<file path="src/rtl/lcd_pkg.sv">
// Shared LCD definitions used by the reader and the writer: FSM states, default
// phase timing, poll limit and the busy-flag bit position.
package lcd_pkg;

    typedef enum logic [3:0] {
        ST_IDLE, ST_SETUP_H, ST_EHIGH_H, ST_HOLD_H, ST_GAP,
        ST_SETUP_L, ST_EHIGH_L, ST_HOLD_L, ST_DONE
    } lcd_state_e;

    localparam int LCD_T_SETUP  = 2;
    localparam int LCD_T_EHIGH  = 12;
    localparam int LCD_T_HOLD   = 1;
    localparam int LCD_T_GAP    = 50;
    localparam int LCD_POLL_MAX = 1000;
    localparam int LCD_BUSY_BIT = 7;
    localparam int LCD_CNT_W    = 16;

endpackage

</file>
<file path="src/rtl/lcd_delay_cnt.sv">
// Loadable down-counter with a zero flag; holds at zero until reloaded.
module lcd_delay_cnt #(
    parameter int W = 16
) (
    input  logic         clk_i,
    input  logic         rst_i,
    input  logic         load_i,
    input  logic [W-1:0] load_val_i,
    output logic         zero_o
);

    logic [W-1:0] cnt_q, cnt_d;

    always_comb begin
        cnt_d = cnt_q;
        if (load_i)
            cnt_d = load_val_i;
        else if (cnt_q != '0)
            cnt_d = cnt_q - 1'b1;
    end

    always_ff @(posedge clk_i) begin
        if (rst_i) cnt_q <= '0;
        else       cnt_q <= cnt_d;
    end

    assign zero_o = (cnt_q == '0);

endmodule

</file>
<file path="src/rtl/lcd_reader.sv">
// 4-bit LCD read sequencer: two E strobes per byte, upper nibble first.
// Optional busy-flag polling is enabled with LCD_READER_BUSY_POLL_EN.
module lcd_reader
    import lcd_pkg::*;
#(
    parameter int T_SETUP  = LCD_T_SETUP,
    parameter int T_EHIGH  = LCD_T_EHIGH,
    parameter int T_HOLD   = LCD_T_HOLD,
    parameter int T_GAP    = LCD_T_GAP
`ifdef LCD_READER_BUSY_POLL_EN
   ,parameter int POLL_MAX = LCD_POLL_MAX
`endif
) (
    input  logic       clk,
    input  logic       rst,
    input  logic       req,
    input  logic       rs_sel,
    input  logic [3:0] sf_d_in,
    output logic       lcd_rs,
    output logic       lcd_rw,
    output logic       lcd_e,
    output logic       bus_own,
    output logic       busy,
    output logic       done,
    output logic [7:0] rd_data,
    output logic       timeout
);

    localparam int W = LCD_CNT_W;

    lcd_state_e   state_q, state_d;
    logic         cnt_load, cnt_zero;
    logic [W-1:0] cnt_val;
    logic         rs_q;
    logic [3:0]   hi_q, lo_q;
    logic [7:0]   rd_q;

`ifdef LCD_READER_BUSY_POLL_EN
    logic         repoll_q, repoll_d, timeout_q, timeout_d;
    logic [W-1:0] poll_cnt_q, poll_cnt_d;
`endif

    lcd_delay_cnt #(.W(W)) u_dly (
        .clk_i      (clk),
        .rst_i      (rst),
        .load_i     (cnt_load),
        .load_val_i (cnt_val),
        .zero_o     (cnt_zero)
    );

    // Every transition reloads the counter with the new phase length minus one.
    always_comb begin
        state_d  = state_q;
        cnt_load = 1'b0;
        cnt_val  = '0;
`ifdef LCD_READER_BUSY_POLL_EN
        repoll_d   = repoll_q;
        poll_cnt_d = poll_cnt_q;
        timeout_d  = timeout_q;
`endif
        case (state_q)
            ST_IDLE: if (req) begin
                state_d = ST_SETUP_H; cnt_load = 1'b1; cnt_val = W'(T_SETUP - 1);
`ifdef LCD_READER_BUSY_POLL_EN
                repoll_d = 1'b0; poll_cnt_d = '0; timeout_d = 1'b0;
`endif
            end
            ST_SETUP_H: if (cnt_zero) begin
                state_d = ST_EHIGH_H; cnt_load = 1'b1; cnt_val = W'(T_EHIGH - 1);
            end
            ST_EHIGH_H: if (cnt_zero) begin
                state_d = ST_HOLD_H; cnt_load = 1'b1; cnt_val = W'(T_HOLD - 1);
            end
            ST_HOLD_H: if (cnt_zero) begin
                state_d = ST_GAP; cnt_load = 1'b1; cnt_val = W'(T_GAP - 1);
            end
            ST_GAP: if (cnt_zero) begin
                state_d = ST_SETUP_L; cnt_load = 1'b1; cnt_val = W'(T_SETUP - 1);
`ifdef LCD_READER_BUSY_POLL_EN
                if (repoll_q) begin
                    state_d = ST_SETUP_H; repoll_d = 1'b0;
                end
`endif
            end
            ST_SETUP_L: if (cnt_zero) begin
                state_d = ST_EHIGH_L; cnt_load = 1'b1; cnt_val = W'(T_EHIGH - 1);
            end
            ST_EHIGH_L: if (cnt_zero) begin
                state_d = ST_HOLD_L; cnt_load = 1'b1; cnt_val = W'(T_HOLD - 1);
            end
            ST_HOLD_L: if (cnt_zero) begin
                state_d = ST_DONE;
`ifdef LCD_READER_BUSY_POLL_EN
                poll_cnt_d = poll_cnt_q + 1'b1;
                if (!rs_q && hi_q[LCD_BUSY_BIT-4]) begin
                    if (poll_cnt_d >= W'(POLL_MAX)) begin
                        timeout_d = 1'b1;
                    end else begin
                        state_d = ST_GAP; cnt_load = 1'b1; cnt_val = W'(T_GAP - 1);
                        repoll_d = 1'b1;
                    end
                end
`endif
            end
            ST_DONE: state_d = ST_IDLE;
            default: state_d = ST_IDLE;
        endcase
    end

    always_ff @(posedge clk) begin
        if (rst) state_q <= ST_IDLE;
        else     state_q <= state_d;
    end

    always_ff @(posedge clk) begin
        if (rst) begin
            rs_q <= 1'b0;
            hi_q <= '0;
            lo_q <= '0;
            rd_q <= '0;
        end else begin
            if (state_q == ST_IDLE && req)      rs_q <= rs_sel;
            if (state_q == ST_EHIGH_H && cnt_zero) hi_q <= sf_d_in;
            if (state_q == ST_EHIGH_L && cnt_zero) lo_q <= sf_d_in;
            // Publish only on entry to DONE so rd_data is stable between reads.
            if (state_q == ST_HOLD_L && state_d == ST_DONE) rd_q <= {hi_q, lo_q};
        end
    end

`ifdef LCD_READER_BUSY_POLL_EN
    always_ff @(posedge clk) begin
        if (rst) begin
            repoll_q   <= 1'b0;
            poll_cnt_q <= '0;
            timeout_q  <= 1'b0;
        end else begin
            repoll_q   <= repoll_d;
            poll_cnt_q <= poll_cnt_d;
            timeout_q  <= timeout_d;
        end
    end
    assign timeout = timeout_q;
`else
    assign timeout = 1'b0;
`endif

    always_comb begin
        lcd_e   = (state_q == ST_EHIGH_H) || (state_q == ST_EHIGH_L);
        lcd_rw  = (state_q != ST_IDLE) && (state_q != ST_DONE);
        bus_own = lcd_rw;
        busy    = (state_q != ST_IDLE);
        done    = (state_q == ST_DONE);
        lcd_rs  = rs_q;
        rd_data = rd_q;
    end

endmodule
</file>
<file path="config.mk">
export PLATFORM = sky130hd
export DESIGN_NAME = lcd_reader
export DESIGN_NICKNAME = d
export VERILOG_FILES = /design/src/rtl/lcd_pkg.sv /design/src/rtl/lcd_delay_cnt.sv /design/src/rtl/lcd_reader.sv
export SDC_FILE = /design/constraint.sdc
export NUM_CORES = 1
export LEC_CHECK = 0
export BUFFER_PORTS_ARGS = -buffer_cell sky130_fd_sc_hd__buf_4
export CAP_MARGIN = 20
export CORE_ASPECT_RATIO = 1.75
export CORE_MARGIN = 2
export CORE_UTILIZATION = 30
export DETAILED_ROUTE_END_ITERATION = 8
export GPL_TIMING_DRIVEN = 0
export PLACE_DENSITY = 0.54
export SLEW_MARGIN = 5
export SYNTH_ARGS = -nofsm -noshare
export SYNTH_HDL_FRONTEND = slang
export SYNTH_SLANG_ARGS = --single-unit
</file>
<file path="constraint.sdc">
create_clock -name clk -period 2.8 [get_ports clk]
set_clock_uncertainty 0.15 [all_clocks]
set_input_delay 0.28 -clock clk [delete_from_list [all_inputs] [get_ports clk]]
set_output_delay 0.28 -clock clk [all_outputs]
set_load 0.01 [all_outputs]
</file>
# Word-level counts from Yosys, hierarchy flattened
# Cells that the tools add are included.
totals:
  register_bits: 37
  output_inout_bits: 15
  word_cells: 49
  in_bits: 8
op_classes:
  mux: 19
  add_sub_neg: 1
  n_reduce_logical: 13
  eq_ne: 10
op_table:
  columns: ["operator", "n"]
  rows:
  - ["two-way mux 4 bit", 9]
  - ["two-way mux 16 bit", 2]
  - ["one-hot mux 4 bit (8 select lines)", 1]
  - ["one-hot mux 6 bit (4 select lines)", 1]
  - ["== test 4 x 3 -> 1 bit, second input constant", 4]
  - ["zero test 16 bit", 1]
  - ["nonzero test 16 bit", 1]
  - ["subtractor 16 x 1 -> 16 bit, second input constant", 1]
  - ["== test 4 x 2 -> 1 bit, second input constant", 2]
  - ["== test 4 bit, second input constant", 2]
  - ["two-way mux 6 bit", 1]
  - ["OR reduction 6 bit", 1]
  - ["logical AND 1 bit", 5]
  - ["== test 4 x 1 -> 1 bit, second input constant", 1]
  - ["zero test 4 bit", 1]
  - ["two-way mux 1 bit", 4]
  - ["!= test 4 bit, second input constant", 1]
  - ["nonzero test 4 bit", 1]
  - ["one-hot mux 1 bit (2 select lines)", 1]
  - ["nonzero test 2 bit", 1]
  - ["OR reduction 2 bit", 1]
  - ["logical OR 1 bit", 1]

# Depth between registers and ports, before layout
# Gate-level depths: netlist of the first run.
depth:
  ltp_word: 5
  ltp_mapped: 8
  ltp_nobuf: 6

# Hierarchy
# From an unflattened synthesis of the first run, not the netlist that was laid out.
hier_totals:
  hier_cells: 222
  area_unflattened_um2: 1974.4
modules_own_cells:
  columns: ["mod", "n_inst", "cells_per_inst", "area_per_inst_um2", "seq_area_each_um2"]
  rows:
  - ["lcd_reader", 1, 106, 1009.7, 420.4]
  - ["lcd_delay_cnt", 1, 116, 964.7, 320.3]

# Worst setup path after synthesis of the first run
# OpenSTA, ideal clock, no wires.
synth_timing:
  kind: "flip-flop to flip-flop"
  from: "register u_dly.cnt_q[0]"
  to: "register u_dly.cnt_q[13]"
  path_slack_ns: 0.835
  arrival_time_ns: 1.685
  setup_ns: 0.130
  t_required_ns: 2.520
  stages_incl_launch_ff: 7
  synth_period_minus_slack_ns: 1.965
  n_path_buf: 0
  path_cell_list: "dfxtp_1 > inv_1 > ha_1 > or4b_1 > nor4_4 > or4b_1 > a21oi_1"
synth_via:
  elab_chain_cells: 4
  elab_cells_between_ends: 8
  cone_classes: "1 x add/sub; 4 x mux; 3 x reduce/logical"
synth_rtl:
  columns: ["item", "line", "source"]
  rows:
  - ["start, declared", "lcd_delay_cnt.sv:12", "logic [W-1:0] cnt_q, cnt_d;"]
  - ["start signal, assigned", "lcd_delay_cnt.sv:24", "else cnt_q <= cnt_d;"]
  - ["branches (longest 4 deep; another with subtractor 16 x 1 -> 16 bit)", null, null]
# Parallel ways; which one is timed is not known. The select of a mux whose other input is x is not followed.
# A chain may end at the register's enable or synchronous reset.

# Worst setup path in the final report of the first run
# Ends and elaborated chain as after synthesis.

==> results of run 1 <==
cells in the final DEF, fill, tap and decap left out, types with 2 or more instances in the layout:
cell type,count
buf_2,6
or3_1,10
nand2_1,7
mux2i_1,9
nand4_1,2
clkbuf_1,5
o41ai_1,2
nor3_1,5
buf_4,23
nor4_1,2
a21oi_1,23
or4b_1,2
and3_1,3
clkbuf_8,5
nand3b_1,2
nand3_1,15
ha_1,2
nor3b_1,3
dfxtp_1,37
o21ai_0,16
o21a_1,2
nor4_4,2
nand2b_1,14
nor2_1,7
a31oi_1,4
inv_1,4
o31ai_1,2
or4_1,6
where the power goes:
part	switching, uW	internal, uW	total [uW]
registers	108	610	718
logic	676	452	1130
clock network	213	267	480
total	997	1330	2330
critical path, delay by kind of cell (launching register included):
kind                     cells  cell delay [ps]
AO/OA/AOI/OAI                1               60
adder cells (fa/ha/maj)      1              160
buffers and inverters        1              110
flip-flops                   1              360
AND/OR/NAND/NOR              3             1300
per-layer routing:
metal  up-vias  GRT usage [%]  share of wire [%]
met5         -              0                  0
met4         0           5.12               0.86
li1        839              -                  -
met1       792           15.1                 37
met2        37           29.7                 59
met3         4           2.29                3.0
sequential cells by signal, summed over array words and instances (netlist names):
register     flops
rd_data          8
lcd_rs           1
u_dly.cnt_q     16
hi_q             4
state_q          4
lo_q             4
kinds of logic after synthesis:
family | share of synthesized area, %
compound gates | 16.5
xor+xnor | 0.472
fa+ha+maj | 1.35
buf+inv | 5.12
flops | 39.9
mux | 4.86
other cells | 0.202
simple gates | 31.6
how the worst min path moves through the flow:
stage	slack, ps	start	endpoint
detailed placement	310	lcd_rs$_SDFFE_PP0P_	lcd_rs$_SDFFE_PP0P_
global route	140	sf_d_in[2]	lo_q[2]$_SDFFE_PP0P_
global placement	310	rd_data[3]$_SDFFE_PP0P_	rd_data[3]$_SDFFE_PP0P_
finish	130	sf_d_in[2]	hi_q[2]$_SDFFE_PP0P_
CTS	120	sf_d_in[2]	hi_q[2]$_SDFFE_PP0P_
floorplan	270	rs_sel	lcd_rs$_SDFFE_PP0P_
area by class of cell:
class,count,area [sq um],area share [%]
clock inverter,3,46.3,2.08
sequential,37,741,33.3
timing repair buffer,21,158,7.08
buffer,15,80.1,3.60
tap,78,97.6,4.38
clock buffer,5,68.8,3.09
multi-input combinational,157,1020,45.8
inverter,4,15.0,0.675
metrics by stage:
stage / util (%) / cell area (sq um) / power (uW) / std cells / setup slack, ps
6_report: 37.6 / 2230 / 2330 / 320 / 529
5_1_grt: 37.6 / 2230 / 2520 / 320 / 349
4_1_cts: 37.6 / 2230 / 2330 / 320 / 518
3_5_place_dp: 35.6 / 2110 / 1850 / 312 / 538
3_3_place_gp: 35.6 / 2110 / 1840 / 312 / 584
2_1_floorplan: - / 1860 / 1540 / 213 / 835
==> summary.md, run 1 <==
| Metric | Value |
|---|---|
| Run status | completed |
| Clock Latency Late Sink | 290 ps |
| PortBufs | 21 |
| Mean Syn Cell Area | 8.71 sq um |
| WL per Instance | 14.9 microns |
| Hold path cells | 3 |
| Critical-path top delay cell | nor4_4 |
| Final hold vios | 0 |
| Yosys cell types | 46 |
| Leak | 0.000817 uW |
| Final setup vio count | 0 |
| Worst setup path startpoint | u_dly.cnt_q[0]$_SDFFE_PP0P_ |
| Largest cells by area after synthesis | dfxtp_1 40%, a21oi_1 6.2%, mux2i_1 4.9% |
| Layout Nets | 251 |
| Syn_nets | 223 |
| Most common cell on crit path | or4b_1 |
| DR vias | 1672 |
| Layout cells sized above 1 | 19.8% |
| Worst Setup Path Type | flop to flop |
| Critical R2R Capture | u_dly.cnt_q[13]$_SDFFE_PP0P_ |
| Max-cap violations | 0 |
| Tmin final | 2270 ps |
| Worst path cell trace | inv_1 > ha_1 > or4b_1 > nor4_4 > or4b_1 > a21oi_1 |
| Final ANT Viol Nets | 0 |
| WP data arrival | 2290 ps |
| Crit path launch type | flop |
| Worst VDD drop | 0.341 mV |
| Hpwl dp | 3.63 mm |
| Synthesized cell area | 1860 sq um |
| Worst-Margin Slew | 667 ps |
| Number of synthesized register bits | 37 |
| Synth cell count leaders | 37 x dfxtp_1, 23 x a21oi_1, 16 x o21ai_0, 15 x nand3_1, 14 x nand2b_1 |
| Grt total ovfl | 0 |
| Synthesis-to-finish area growth | 20.0% |
| Clock buffer count from CTS | 5 |
| Final GP Congestion | 0.753 |
| Worst path required time | 2820 ps |
| Cells after synthesis | 213 |
| Unrepaired setup endpoints after global routing | no |
| Area share of the largest cell type after synthesis | 39.9% |
| Setup crit end kind | flop |
| # resized after CTS | 0 |
| Via/cell ratio | 5.23 |
| Core Rows | 37 |
| Crit Path Max Fanout | 9 |
| Post-CTS Setup Inserts | 0 |
| Tot GR Track Use | 14.8% |
| Vias in the first global route | 1650 |
| Worst Reg2Reg Path Length in Cells | 6 |
| Number of flops mapped to enable cells by yosys | 0 |
| Largest net degree at the start of global routing | 14 |
| Hold_ws | 134 ps |
| Initial antenna violation count | 0 |
| Reg clk slew, reported paths | 80 ps |
| Routed WL | 4.78 mm |
| Path type of the worst min-delay path | input port to flop |
| FF-to-FF Start | u_dly.cnt_q[0]$_SDFFE_PP0P_ |
| Clock root buffer | clkbuf_8 |
| Starting Density | 31.3% |
| Worst setup path end | u_dly.cnt_q[13]$_SDFFE_PP0P_ |
| DRT iter0 DRCs | 30 |
| Part of the Yosys area used for sequential elements | 39.9% |
| Clk buf depth | 2 |
| Rel. slew slack | 55.1% |
| Synth Flop Type | dfxtp_1 |
| PD cells | 1040 nW/um^2 |
| Slowest stage delay, CP | 560 ps |
| Fmax | 440 MHz |
| Setup_tns | 0 ps |
| Die Ht | 108 microns |
| # DRC | 0 |
| Fill count | 663 |
| First-pass GRT wire length | 7.99 mm |
| Warnings, synthesis | 0 |
| Core Area | 5930 sq um |
| Final count of pins violating max slew | 0 |
| Dominant cell type by area after synthesis | dfxtp_1 |
| Tcrit/Tclk final | 81.1% |
| Asr flop ratio synth | 0% |
| Ant. Diodes | 0 |
| DIE AREA | 6860 sq um |
| Reg2Reg Setup Slack | 530 ps |
| Ports | 23 |
| CTS sink cnt | 37 |
| Cell with the most instances after synthesis | dfxtp_1 |
| H-tree depth | 2 |
| Horiz. Die Dim | 63.5 microns |
| Drt first pass iters | 4 |
| Hold_buf cts | 0 |
| CTS tree | done |
No activity file was read; power rests on OpenSTA's default activity.
==> run 2: changes to the inputs <==
Settings changed: PLACE_DENSITY 0.54 to 0.55.
Clock period 2.8 ns to 1.9 ns, I/O delays scaled along.
==> run 2 against run 1 <==
  * The run now ends with negative setup slack left
  * Wire length increased by 7.1%
  * Die area is the same
  * Count of clock-buffer cells in the layout unchanged
  * Global-route usage rose by 0.88 points
  * Design area up 16%
  * Worst setup slack lost 590 ps
  * Sequential share of layout area fell by 4.3 points
  * Fmax up 16%
  * Combinational power up 110%
  * Register-to-register slack got worse by 590 ps
  * Worst hold slack got worse by 98 ps
  * Utilization rose by 6.2 points
==> summary.md, run 2 (synthesis gave the netlist of run 1 again) <==
| Metric | Value |
|---|---|
| Run status | finished with violations |
| Failing checks | negative setup slack |
| Reg clk slew, reported paths | 80 ps |
| Crit path launch type | flop |
| PortBufs | 21 |
| Crit Path Max Fanout | 4 |
| Combinational share of power | 56.5% |
| Hpwl dp | 3.67 mm |
| Most common cell after layout, fill and taps aside | buf_4 |
| Final GP Congestion | 0.741 |
| Worst VDD drop | 0.701 mV |
| Layout cells sized above 1 | 38.4% |
| # DRC | 0 |
| Post-DP Area | 2130 sq um |
| Multi-input gate area | 1200 sq um |
| Clk buf depth | 2 |
| CP Buf/Inv Count | 3 |
| CTS tree | done |
| Setup crit end kind | flop |
| Final hold vios | 0 |
| Rel. slew slack | 59.7% |
| Ant. Diodes | 0 |
| WL per Instance | 15.2 microns |
| Final ANT Viol Nets | 0 |
| DIE AREA | 6860 sq um |
| Unrepaired setup endpoints after global routing | yes |
| Routed WL | 5.12 mm |
| CTS sink cnt | 37 |
| Storage element area | 751 sq um |
| Clock Latency Late Sink | 300 ps |
| Worst Setup Path Type | flop to flop |
| Clock buffer count from CTS | 5 |
| DRT iter0 DRCs | 37 |
| WP data arrival | 2040 ps |
| Die Ht | 108 microns |
| Worst path cell trace | inv_4 > ha_4 > nor4b_4 > nand4_1 > buf_4 > nor3b_4 > buf_6 > mux2i_1 |
| Via/cell ratio | 5.21 |
| Clock root buffer | clkbuf_8 |
| Reg power frac | 26.8% |
| Initial antenna violation count | 0 |
| Clk pwr share | 16.7% |
| Synthesis-to-finish area growth | 39.7% |
| Tmin final | 1960 ps |
| Largest net degree at the start of global routing | 14 |
| Net Sw Frac | 41.0% |
| PD cells | 1640 nW/um^2 |
| Leak | 0.000956 uW |
| Path type of the worst min-delay path | input port to flop |
| Int Power | 2500 uW |
| Ports | 23 |
| Max-cap violations | 0 |
| Fmax | 510 MHz |
| Final count of pins violating max slew | 0 |
| Drt first pass iters | 4 |
| Fill count | 620 |
| Most frequent cells in the layout | 38 x buf_4, 33 x dfxtp_1, 17 x a21oi_1 |
| DP Cell Count | 312 |
| Horiz. Die Dim | 63.5 microns |
| Vias in the first global route | 1778 |
| Fin cells | 336 |
| Final setup vio count | 12 |
| H-tree depth | 2 |
| Layout Nets | 267 |
| FF-to-FF Start | u_dly.cnt_q[0]$_SDFFE_PP0P_ |
| Core Rows | 37 |
| Core Area | 5930 sq um |
| CP top delay family | simple AND/OR/NAND/NOR gates |
| Worst setup path startpoint | u_dly.cnt_q[0]$_SDFFE_PP0P_ |
| First-pass GRT wire length | 8.40 mm |
| Final instance area | 2590 sq um |
| Slowest stage delay, CP | 360 ps |
| Tcrit/Tclk final | 103% |
| Worst-Margin Slew | 604 ps |
| Max FFs per register | 16 |
| Largest Register | u_dly.cnt_q |
| DR vias | 1749 |
| Net Switching | 1740 uW |
| Tot GR Track Use | 15.7% |
| Setup ws final | -61.0 ps |
| Grt total ovfl | 0 |
| Critical-path top delay cell | dfxtp_4 |
| Worst Hold Launch | sf_d_in[3] |
| Worst path required time | 1980 ps |
| Power Total | 4240 uW |
| Starting Density | 31.3% |
[run 2: cell types whose count changed in the layout (fill, tap and decap cells not counted), sizes merged]
cell | before | now
dlygate4sd3 | 0 | 1
clkbuf | 11 | 10
buf | 30 | 46
[run 2: area by class of cell]
type / instances / area share, %
inverters: 4 / 0.772
repair buffers: 40 / 12.5
clock inverters: 3 / 1.79
flip-flops and latches: 37 / 29.0
multi-input cells: 157 / 46.3
well taps: 78 / 3.76
clock buffers: 5 / 2.65
plain buffers: 12 / 3.33
[run 2: path summary, 6_finish.rpt]
| check | end | slack (ps) | cells after the start |
|---|---|---|---|
| worst min register to register | rd_data[4]$_SDFFE_PP0P_ | 310 | 2 |
| worst max-delay path | hi_q[2]$_SDFFE_PP0P_ | -60 | 8 |
| worst min-delay path | lo_q[3]$_SDFFE_PP0P_ | 40 | 3 |
| worst max register to register | hi_q[2]$_SDFFE_PP0P_ | -60 | 8 |
[run 2: stage by stage]
| step | utilization, % | hold slack [ps] | setup slack, ps | setup TNS [ps] |
|---|---|---|---|---|
| 2_1_floorplan | - | 176 | -4.70 | -4.70 |
| 3_3_place_gp | 36.0 | 300 | -265 | -5180 |
| 6_report | 43.8 | 36.2 | -61.0 | -345 |
| 5_1_grt | 43.8 | 42.3 | -148 | -2130 |
| 3_5_place_dp | 36.0 | 303 | -287 | -5570 |
| 4_1_cts | 41.6 | 32.7 | -46.3 | -226 |
[run 2: tightest hold or removal path, cell delays in order]
cell,delay (ps)
buf_4,80
nand2b_1,60
mux2i_1,120
[run 2: power groups by stage]
stage	clock network, uW	logic [uW]	registers [uW]
detailed placement	0	1710	1080
global placement	0	1680	1080
finish	710	2400	1140
floorplan	0	1270	1040
global route	758	2620	1160
CTS	731	2130	1110
[run 2: repair_timing]
| action | in CTS | in global routing |
|---|---|---|
| pin swaps | 13 | 14 |
| hold endpoints to repair | 1 | 0 |
| setup endpoints to repair | 34 | 37 |
| hold buffers | 1 | 0 |
| resized for setup | 29 | 36 |
| buffers inserted | 11 | 7 |
[run 2: metal layers]
metal	track usage (%)	vias to the layer above	part of all wire (%)
met5	0	-	0
met4	7.92	0	2.3
met3	2.39	9	2.3
met2	31.4	34	58
met1	15.0	833	37
li1	-	873	-
==> run 3: changes to the inputs <==
Settings changed: CELL_PAD_IN_SITES_DETAIL_PLACEMENT set to 0, CELL_PAD_IN_SITES_GLOBAL_PLACEMENT set to 1, PLACE_DENSITY 0.55 to 0.67.
==> run 3 against run 2 <==
  * The run still ends with negative setup slack left
  * Design area grew 1.5%
  * Power grew 4.1%
  * Sequential cell count is the same
  * Worst hold slack lost 3.3 ps
  * Non-clock buffer count grew 4
  * Cell count grew 1.2%
  * Critical path type unchanged
  * Critical endpoint is now u_dly.cnt_q[13]$_SDFFE_PP0P_
  * Largest cell class unchanged
  * Highest routed layer unchanged
==> summary.md, run 3 (synthesis gave the netlist of run 1 again) <==
| Metric | Value |
|---|---|
| Run status | finished with violations |
| Failing checks | negative setup slack |
| Unrepaired setup endpoints after global routing | yes |
| Worst-Margin Slew | 571 ps |
| Setup WS pre-CTS | -293 ps |
| Layout cells sized above 1 | 40.1% |
| Ant. Diodes | 0 |
| Final count of pins violating max slew | 0 |
| Max-cap violations | 0 |
| Crit path launch type | flop |
| Routed WL | 5.27 mm |
| Worst VDD drop | 0.569 mV |
| Hold_buf cts | 0 |
| Clock root buffer | clkbuf_8 |
| Clk pwr share | 16.1% |
| DP Cell Count | 312 |
| DRT iter0 DRCs | 65 |
| Clock buffer count from CTS | 5 |
| Worst path required time | 1930 ps |
| Drt first pass iters | 4 |
| Synthesis-to-finish area growth | 41.8% |
| DIE AREA | 6860 sq um |
| Combinational share of power | 58.4% |
| Leak | 0.000975 uW |
| H-tree depth | 2 |
| # DRC | 0 |
| Most frequent cells in the layout | 43 x buf_4, 31 x dfxtp_1, 16 x a21oi_1 |
| Fmax | 517 MHz |
| Reg clk slew, reported paths | 80 ps |
| Final setup vio count | 6 |
| Ports | 23 |
| Grt total ovfl | 0 |
| PD cells | 1680 nW/um^2 |
| Via/cell ratio | 5.29 |
| Net Switching | 1820 uW |
| Setup crit end kind | flop |
| Path type of the worst min-delay path | input port to flop |
| Reg2Reg Setup Slack | -30 ps |
| Tcrit/Tclk final | 102% |
| Horiz. Die Dim | 63.5 microns |
| Final GP Congestion | 0.810 |
| Fill count | 637 |
| Max FFs per register | 16 |
| Vias in the first global route | 1732 |
| Core Area | 5930 sq um |
| Initial antenna violation count | 0 |
| WP data arrival | 1970 ps |
| Clock Latency Late Sink | 300 ps |
| Most common cell after layout, fill and taps aside | buf_4 |
| Largest net degree at the start of global routing | 14 |
| Die Ht | 108 microns |
| CTS sink cnt | 37 |
| Rel. slew slack | 61.9% |
| Fin cells | 340 |
| Final ANT Viol Nets | 0 |
| Core Rows | 37 |
| Crit Path Max Fanout | 4 |
| CTS tree | done |
| Layout Nets | 271 |
| Clk buf depth | 2 |
| Hpwl dp | 3.67 mm |
| Largest Register | u_dly.cnt_q |
| Tmin final | 1930 ps |
| WL per Instance | 15.5 microns |
| Starting Density | 31.3% |
| First-pass GRT wire length | 8.47 mm |
| DR vias | 1799 |
| Net Sw Frac | 41.2% |
| PortBufs | 21 |
| Setup ws final | -34.2 ps |
| Worst Setup Path Type | flop to flop |
| Tot GR Track Use | 16.0% |
| Reg power frac | 25.5% |
| Final hold vios | 0 |
| Int Power | 2600 uW |
## run 3: cell count changes in the layout (fill, tap and decap cells not counted), moves of 2 or more
cell / previous run / this run
o31ai_2: 0 / 2
o21ai_2: 7 / 5
buf_4: 38 / 43
dfxtp_1: 33 / 31
o21ai_0: 6 / 9
o31ai_1: 2 / 0
## run 3: area by class of cell
cell class                 count  area [sq um]  area share, %
tap                           78          97.6           3.71
inverter                       4          20.0          0.761
clock inverter                 3          46.3           1.76
clock buffer                   5          68.8           2.62
sequential                    37           756           28.7
multi-input combinational    157          1200           45.6
timing repair buffer          44           350           13.3
buffer                        12          91.3           3.47
## run 3: final timing paths
check                                                  from                            to  depth (start not counted)
worst max-delay path            u_dly.cnt_q[0]$_SDFFE_PP0P_  u_dly.cnt_q[13]$_SDFFE_PP0P_                          7
worst max register to register  u_dly.cnt_q[0]$_SDFFE_PP0P_  u_dly.cnt_q[13]$_SDFFE_PP0P_                          7
worst min register to register      rd_data[6]$_SDFFE_PP0P_       rd_data[6]$_SDFFE_PP0P_                          2
worst min-delay path                             sf_d_in[2]          lo_q[2]$_SDFFE_PP0P_                          3
## run 3: critical path: stages, from the launching register on
cell and delay [ps]:
dfxtp_4 370, inv_4 70, ha_4 120, or4b_4 500, nor4_4 260, buf_4 190, or4b_1 110, a21oi_1 50
## run 3: through the flow
stage | instance area (sq um) | hold slack, ps | power, uW | utilization [%] | setup TNS (ps)
floorplan | 1880 | 176 | 2310 | - | -4.70
global placement | 2130 | 310 | 2780 | 36.0 | -5880
detailed placement | 2130 | 311 | 2790 | 36.0 | -5860
CTS | 2490 | 34.6 | 4080 | 42.1 | -98.6
global route | 2630 | 42.6 | 4730 | 44.4 | -1890
finish | 2630 | 32.9 | 4420 | 44.4 | -141
## run 3: routing by layer
layer	vias to the layer above	GRT usage [%]	part of all wire (%)
li1	883	-	-
met4	0	7.92	2.8
met3	11	2.29	2.1
met2	28	31.2	59
met1	877	16.1	36
met5	-	0	0
## run 3: power groups by stage
stage	combinational (uW)	clock (uW)	sequential, uW
3_3_place_gp	1700	0	1080
3_5_place_dp	1710	0	1080
2_1_floorplan	1270	0	1040
5_1_grt	2810	761	1150
6_report	2580	711	1130
4_1_cts	2250	722	1110
## run 3: timing repair
item                                    CTS  global route
gates resized for setup                  28            32
endpoints found under the setup margin   38            38
buffers inserted                         15             8
pin swaps                                10            18
